==> config.mk <==
export PLATFORM = sky130hd
export DESIGN_NAME = image_load_buffer
export DESIGN_NICKNAME = d
export VERILOG_FILES = /design/src/rtl/image_load_buffer.sv
export SDC_FILE = /design/constraint.sdc
export NUM_CORES = 1
export LEC_CHECK = 0
export CAP_MARGIN = 10
export CORE_MARGIN = 1.5
export CORE_UTILIZATION = 44
export CTS_CLUSTER_SIZE = 16
export DETAILED_ROUTE_END_ITERATION = 8
export GPL_ROUTABILITY_DRIVEN = 0
export GPL_TIMING_DRIVEN = 0
export HOLD_SLACK_MARGIN = 0.1
export PLACE_DENSITY = 0.8
export SYNTH_ARGS = -nofsm -noshare
export SYNTH_HDL_FRONTEND = slang
export SYNTH_SLANG_ARGS = --single-unit
==> constraint.sdc <==
create_clock -name clk -period 1.9 [get_ports clk]
set_input_delay 0.57 -clock clk [delete_from_list [all_inputs] [get_ports clk]]
set_output_delay 0.57 -clock clk [all_outputs]
set_load 0.01 [all_outputs]
==> src/rtl/image_load_buffer.sv <==
// image_load_buffer: captures a row-major IMG_W x IMG_H frame, one pixel per
// accepted strobe, into a flat packed register buffer for the conv2d stage.
// loading_done is a level that stays high while a complete frame is held.
// Optional build macro IMAGE_LOAD_SYNC_STROBE_EN: passes pixel_valid and
// load_start through 2-flop synchronizers plus rising-edge detectors so the
// strobes can come from switches or pins. This adds 2 cycles of acceptance
// latency, and pixel_in must then be held stable for at least 3 clk.
module image_load_buffer #(
  parameter int IMG_W = 8,
  parameter int IMG_H = 8,
  parameter int PIX_W = 8
) (
  input  logic                                      clk,
  input  logic                                      rst_n,
  input  logic                                      load_start,
  input  logic [PIX_W-1:0]                          pixel_in,
  input  logic                                      pixel_valid,
  output logic [IMG_W*IMG_H*PIX_W-1:0]              image_flat,
  output logic                                      loading_done,
  output logic                                      busy,
  output logic [$clog2(IMG_W*IMG_H+1)-1:0]          pixel_count,
  output logic                                      overflow
);

  localparam int NUM_PIX = IMG_W * IMG_H;
  localparam int CNT_W   = $clog2(NUM_PIX + 1);

  typedef enum logic [1:0] {
    S_IDLE    = 2'd0,
    S_LOADING = 2'd1,
    S_DONE    = 2'd2
  } state_t;

  state_t                     r_state;
  logic [NUM_PIX*PIX_W-1:0]   r_img;
  logic [CNT_W-1:0]           r_cnt;
  logic                       r_done;
  logic                       r_busy;
  logic                       r_ovf;

  logic                       w_pix_acc;
  logic                       w_start;

`ifdef IMAGE_LOAD_SYNC_STROBE_EN
  // [0],[1] form the synchronizer; [2] holds the previous synchronized level
  logic [2:0] r_pv_sync;
  logic [2:0] r_ls_sync;

  // Synchronize both strobes and keep one extra stage for edge detection
  always_ff @(posedge clk or negedge rst_n) begin
    if (!rst_n) begin
      r_pv_sync <= '0;
      r_ls_sync <= '0;
    end else begin
      r_pv_sync <= {r_pv_sync[1:0], pixel_valid};
      r_ls_sync <= {r_ls_sync[1:0], load_start};
    end
  end

  // One event per rising edge; a strobe held high counts once
  always_comb begin
    w_pix_acc = r_pv_sync[1] & ~r_pv_sync[2];
    w_start   = r_ls_sync[1] & ~r_ls_sync[2];
  end
`else
  // Strobes are level-sampled directly every cycle
  always_comb begin
    w_pix_acc = pixel_valid;
    w_start   = load_start;
  end
`endif

  // Frame-load FSM; every output is a register updated here
  always_ff @(posedge clk or negedge rst_n) begin
    if (!rst_n) begin
      r_state <= S_IDLE;
      r_img   <= '0;
      r_cnt   <= '0;
      r_done  <= 1'b0;
      r_busy  <= 1'b0;
      r_ovf   <= 1'b0;
    end else if (w_start) begin
      // Restart wins over a coincident pixel; old contents are overwritten
      // slot by slot rather than cleared
      r_state <= S_LOADING;
      r_cnt   <= '0;
      r_done  <= 1'b0;
      r_busy  <= 1'b1;
      r_ovf   <= 1'b0;
    end else begin
      case (r_state)
        S_LOADING: begin
          if (w_pix_acc) begin
            for (int k = 0; k < NUM_PIX; k++) begin
              if (r_cnt == CNT_W'(k)) begin
                r_img[k*PIX_W +: PIX_W] <= pixel_in;
              end
            end
            r_cnt <= r_cnt + CNT_W'(1);
            if (r_cnt == CNT_W'(NUM_PIX - 1)) begin
              r_state <= S_DONE;
              r_done  <= 1'b1;
              r_busy  <= 1'b0;
            end
          end
        end
        S_DONE: begin
          // Frame is frozen for the consumer; extra strobes only flag overflow
          if (w_pix_acc) begin
            r_ovf <= 1'b1;
          end
        end
        default: begin
          // IDLE ignores pixel strobes entirely
          r_state <= S_IDLE;
        end
      endcase
    end
  end

  assign image_flat   = r_img;
  assign loading_done = r_done;
  assign busy         = r_busy;
  assign pixel_count  = r_cnt;
  assign overflow     = r_ovf;

endmodule

# Word level (Yosys, flattened, before mapping)
# Cells that the tools add are included.
# op_classes
n_addsub	1
eq_ne	68
mux	18
bitwise_logic	1
reduce_logical	73
# ops
op	count
AND reduction 4 bit	64
== test 7 x 6 -> 1 bit, second input constant	32
== test 7 x 5 -> 1 bit, second input constant	16
== test 7 x 4 -> 1 bit, second input constant	8
== test 7 x 3 -> 1 bit, second input constant	4
two-way mux 7 bit	3
== test 7 x 2 -> 1 bit, second input constant	2
two-way mux 1 bit	11
nonzero test 2 bit	4
adder 7 x 1 -> 7 bit, second input constant	1
== test 7 x 1 -> 1 bit, second input constant	1
logical NOT 7 bit	1
two-way mux 2 bit	3
inequality test 3 bit, second input constant	2
AND reduction 3 bit	2
one-hot mux 2 bit (2 select lines)	1
AND reduction 2 bit	2
== test 2 x 1 -> 1 bit, second input constant	1
== test 2 bit, second input constant	1
inequality test 2 bit, second input constant	1
NOT 1 bit	1
# word_totals
ff_bits	524
inputBits	12
output_inout_bits	522
word_cells	230

# Logic depth before layout (Yosys ltp)
# depth
ltp_word	5
ltp_mapped	6
ltp_nobuf	5

# Worst setup path before layout
# OpenSTA, ideal clock, no wires.
# synth_timing
path_type	input to register
from	in load_start
to	reg r_img[152] (netlist: image_flat[152])
setup_time_ps	125
arrival_ps	1947
t_required_ps	1775
path_slack_ps	-172
path_stages	6
path_buffers	3
cell_sequence	buf_2 -> nor4b_1 -> buf_2 -> buf_4 -> nand3_1 -> mux2_2
# synth_via
elab_chain_cells	2
# synth_lines
element	line	text
start: declaration	15	input logic load_start,
NOT 1 bit (no source line)	n/a	
AND reduction 4 bit (no source line)	n/a	
end signal: indexed assignment	96	r_img[k*PIX_W +: PIX_W] <= pixel_in;
end: declaration	35	logic [NUM_PIX*PIX_W-1:0] r_img;
# Every way passes these cells.
# A chain may end at the register's enable or synchronous reset.

# Final worst setup path
# layout_timing
from	reg r_cnt[5] (netlist: pixel_count[5])
to	reg r_img[201] (netlist: image_flat[201])
# layout_via
elab_chain_cells	2
# layout_lines
element	line	text
start: declaration	36	logic [CNT_W-1:0] r_cnt;
start signal: assignment	99	r_cnt <= r_cnt + CNT_W'(1);
== test 7 x 5 -> 1 bit	95	if (r_cnt == CNT_W'(k)) begin
AND reduction 4 bit (no source line)	n/a	
# Every way passes these cells.

==> results.py <==
metrics = {
    "drt": {
        "drt-pass1-iter-count": 4,
        "wl_met1_mm": 25.34,
        "drt-initial-drc-count": 716,
        "routedWlPerCell_um": 25.17,
        "drc": 0,
        "dr_total_vias": 13230,
        "vias_per_cell": 5.301,
        "postRouteWirelength_mm": 62.79,
        "antenna_left": 0,
        "top_layer_used": "met5",
        "wl_met2_mm": 31.02,
        "wl_met3_mm": 4.340,
    },
    "placement": {
        "dpl.hpwl_mm": 43.81,
        "dpl_worst_slack_ns": -1.315,
        "numPortBuffers": 524,
    },
    "critical_path": {
        "end_kind": "flop",
        "critPathMaxStageDelay_ns": 0.46,
        "cp_cell_sequence": "nor4b_2, buf_4, buf_4, nand3_4, mux2_2",
        "start_kind": "flop",
        "cpMostUsedCell": "buf_4",
        "path_class": "flop to flop",
        "crit_buf_inv": 2,
        "arrival_ns": 2.38,
        "required_ns": 2.36,
        "worstPathMaxFanout": 8,
        "crit_family": "simple AND/OR/NAND/NOR gates",
        "crit_slowest_cell": "dfrtp_2",
    },
    "pwr": {
        "pwr-share-seq_pct": 49.4,
        "p_sw_mw": 5.271,
        "p_leak_nw": 16.09,
        "combPwrFrac_pct": 6.0,
        "p_sw_share_pct": 22.77,
        "ir_worst_vdd_v": 0.0007988,
        "internal_power_mw": 17.87,
        "power.density_nw_per_um2": 808.6,
        "clock_power_share_pct": 44.6,
    },
    "finish": {
        "syn_to_final_growth_pct": 41.87,
        "final_common_cell": "dfrtp_1",
        "utilization_pct": 63.21,
        "drive_above_1_share_pct": 38.81,
        "nets": 1876,
        "mostFrequentLayoutCells": "521 x dfrtp_1, 499 x dlygate4sd2_1, 488 x mux2_2",
    },
    "global_routing": {
        "grt_max_degree": 125,
        "first_global_vias": 14100,
        "grt.total_usage_pct": 26.54,
        "grt_pass1_wl_mm": 92.65,
        "grt_overflow": 0,
        "grt_antenna_before_repair": 4,
    },
    "run": {
        "drv_cap": 0,
    },
    "timing": {
        "max_freq_ghz": 0.5219,
        "fin_crit_ns": 1.916,
        "hold_violations": 0,
        "holdWs_ns": 0.2859,
        "rsz0062_at_grt": "true",
        "finalSetupViolCount": 2,
        "fin_worst_skew_ns": 0.02148,
        "post-route-period-util_pct": 100.8,
        "worst_slack_ns": -0.01598,
        "final_max_slew_viol_count": 0,
        "worst_slew_pin_slew_ns": 1.183,
        "relSlewSlack_pct": 21.14,
        "setup-tns-final_ns": -0.02185,
    },
    "synthesis": {
        "synth-edff-count": 0,
        "synth-main-ff-cell": "dfrtp_1",
        "synth.ff_latch_count": 524,
        "synth_warnings": 0,
        "ys_types": 30,
        "ys_seq_area_share_pct": 64.99,
        "async_flop_share_pct": 100.0,
        "synth_nets": 1273,
        "synthesis.area_um2": 20180,
        "netlist_instances": 1257,
        "avgSynthCellArea_um2": 16.05,
    },
    "clock_tree": {
        "cts-root-buf": "clkbuf_16",
        "htreeDepth": 2,
        "cts.reportedPaths.clkPinSlew_ns": 0.07,
        "cts.sinks": 524,
        "cts_tree": "done",
        "clock_latency_ns": 0.59,
        "cts_buffers": 53,
        "clock_path_buffers": 3,
    },
    "outcome": {
        "outcome": "complete, but fails checks",
        "violations": "negative setup slack",
    },
    "die": {
        "dieArea_um2": 47150,
        "initial_utilization_pct": 44.55,
        "rows": 78,
        "io_pins": 534,
        "die_w_um": 217.1,
        "core_um2": 45280,
        "die_h_um": 217.1,
    },
    "hold_path": {
        "min_path_type": "primary input to flop",
    },
}
==> synthesized netlist by cell type, drive strengths merged, types with 2 or more instances <==
library cell  number  area [um^2]
and3               4        25.02
mux2             512         5766
nor3b              4        30.03
nand2              7        26.28
a21oi              9        45.04
o31ai              2        15.01
and3b             10        87.58
ha                 4        50.05
dfrtp            524        13110
inv                5        18.77
clkbuf            54        202.7
buf               37        170.2
nor4b              3        32.53
or4                2        15.01
nand3             66        470.5
or3                3        18.77
o21ai              3        15.01
==> final timing paths <==
path | slack [ns] | end | from | cells past startpoint
max in group asynchronous | 0.15 | image_flat[305] | rst_n | 4
hold reg to reg | 0.49 | busy | busy | 1
setup / recovery | -0.02 | image_flat[201] | pixel_count[5] | 5
min in group asynchronous | 0.58 | image_flat[108] | rst_n | 3
hold / removal | 0.29 | busy | load_start | 2
setup reg to reg | -0.02 | image_flat[201] | pixel_count[5] | 5
==> area by class of cell <==
type                            count  area (um^2)
Inverter                            5        18.77
Clock buffer                       79         1556
Antenna cell                        1        2.502
Buffer                             78        470.5
Clock inverter                     10        143.9
Fill cell                        3488        16660
Multi-Input combinational cell    637         7495
Timing Repair Buffer              561         5070
Tap cell                          600        750.7
Sequential cell                   524        13120
==> power by group through the flow <==
| stage | registers, mW | clock network (mW) | logic (mW) |
|---|---|---|---|
| final | 11.4 | 10.3 | 1.39 |
| after global routing | 11.5 | 11.0 | 1.50 |
| after CTS | 11.4 | 10.5 | 1.38 |
| after detailed placement | 11.7 | 0 | 1.39 |
| after global placement | 11.7 | 0 | 1.32 |
| after floorplan | 11.7 | 0 | 0.398 |
==> state kept, by name (all words and copies together), names as in the netlist <==
register and count:
pixel_count 7, image_flat 512, overflow 1, loading_done 1
r_state 2, busy 1
==> worst register-to-register path: cells and delay by family, from the launching register on <==
| kind | cells | cell delay, ns |
|---|---|---|
| buffers and inverters | 2 | 0.42 |
| flip-flops | 1 | 0.46 |
| multiplexers | 1 | 0.36 |
| AND/OR/NAND/NOR | 2 | 0.56 |
==> per-stage QoR <==
step	total power, mW	std cells	cell area [um^2]
after floorplan	12.13	1257	20460
after global placement	12.99	2381	26450
after detailed placement	13.04	2385	26570
after CTS	23.34	2490	28380
after global routing	23.93	2494	28620
final	23.14	2495	28620
==> repair_timing <==
| item | in CTS | in global routing |
|---|---|---|
| endpoints found under the hold margin | 49 | 0 |
| gates cloned | 1 | 1 |
| hold buffers | 2 | 0 |
| resized for setup | 659 | 56 |
| setup endpoints to repair | 1034 | 346 |
| pin swaps | 10 | 8 |
| setup buffers | 26 | 4 |
==> logic make-up (layout without fill, tap and decap cells) <==
family,count (synthesis),in the layout,synth area share (%)
flip-flops,524,524,64.99
multiplexers,512,512,28.58
AND/OR/NAND/NOR,104,104,3.752
buffers and inverters,96,733,1.941
AO/OA/AOI/OAI,17,17,0.4899
adder cells (fa/ha/maj),4,4,0.2481
other,0,1,0
==> per-layer routing <==
layer,track usage (%),vias up
met5,0,-
met4,10.21,4
met3,7.030,122
met2,44.39,438
met1,32.93,6983
li1,-,5678
No activity file was read; power rests on OpenSTA's default activity.
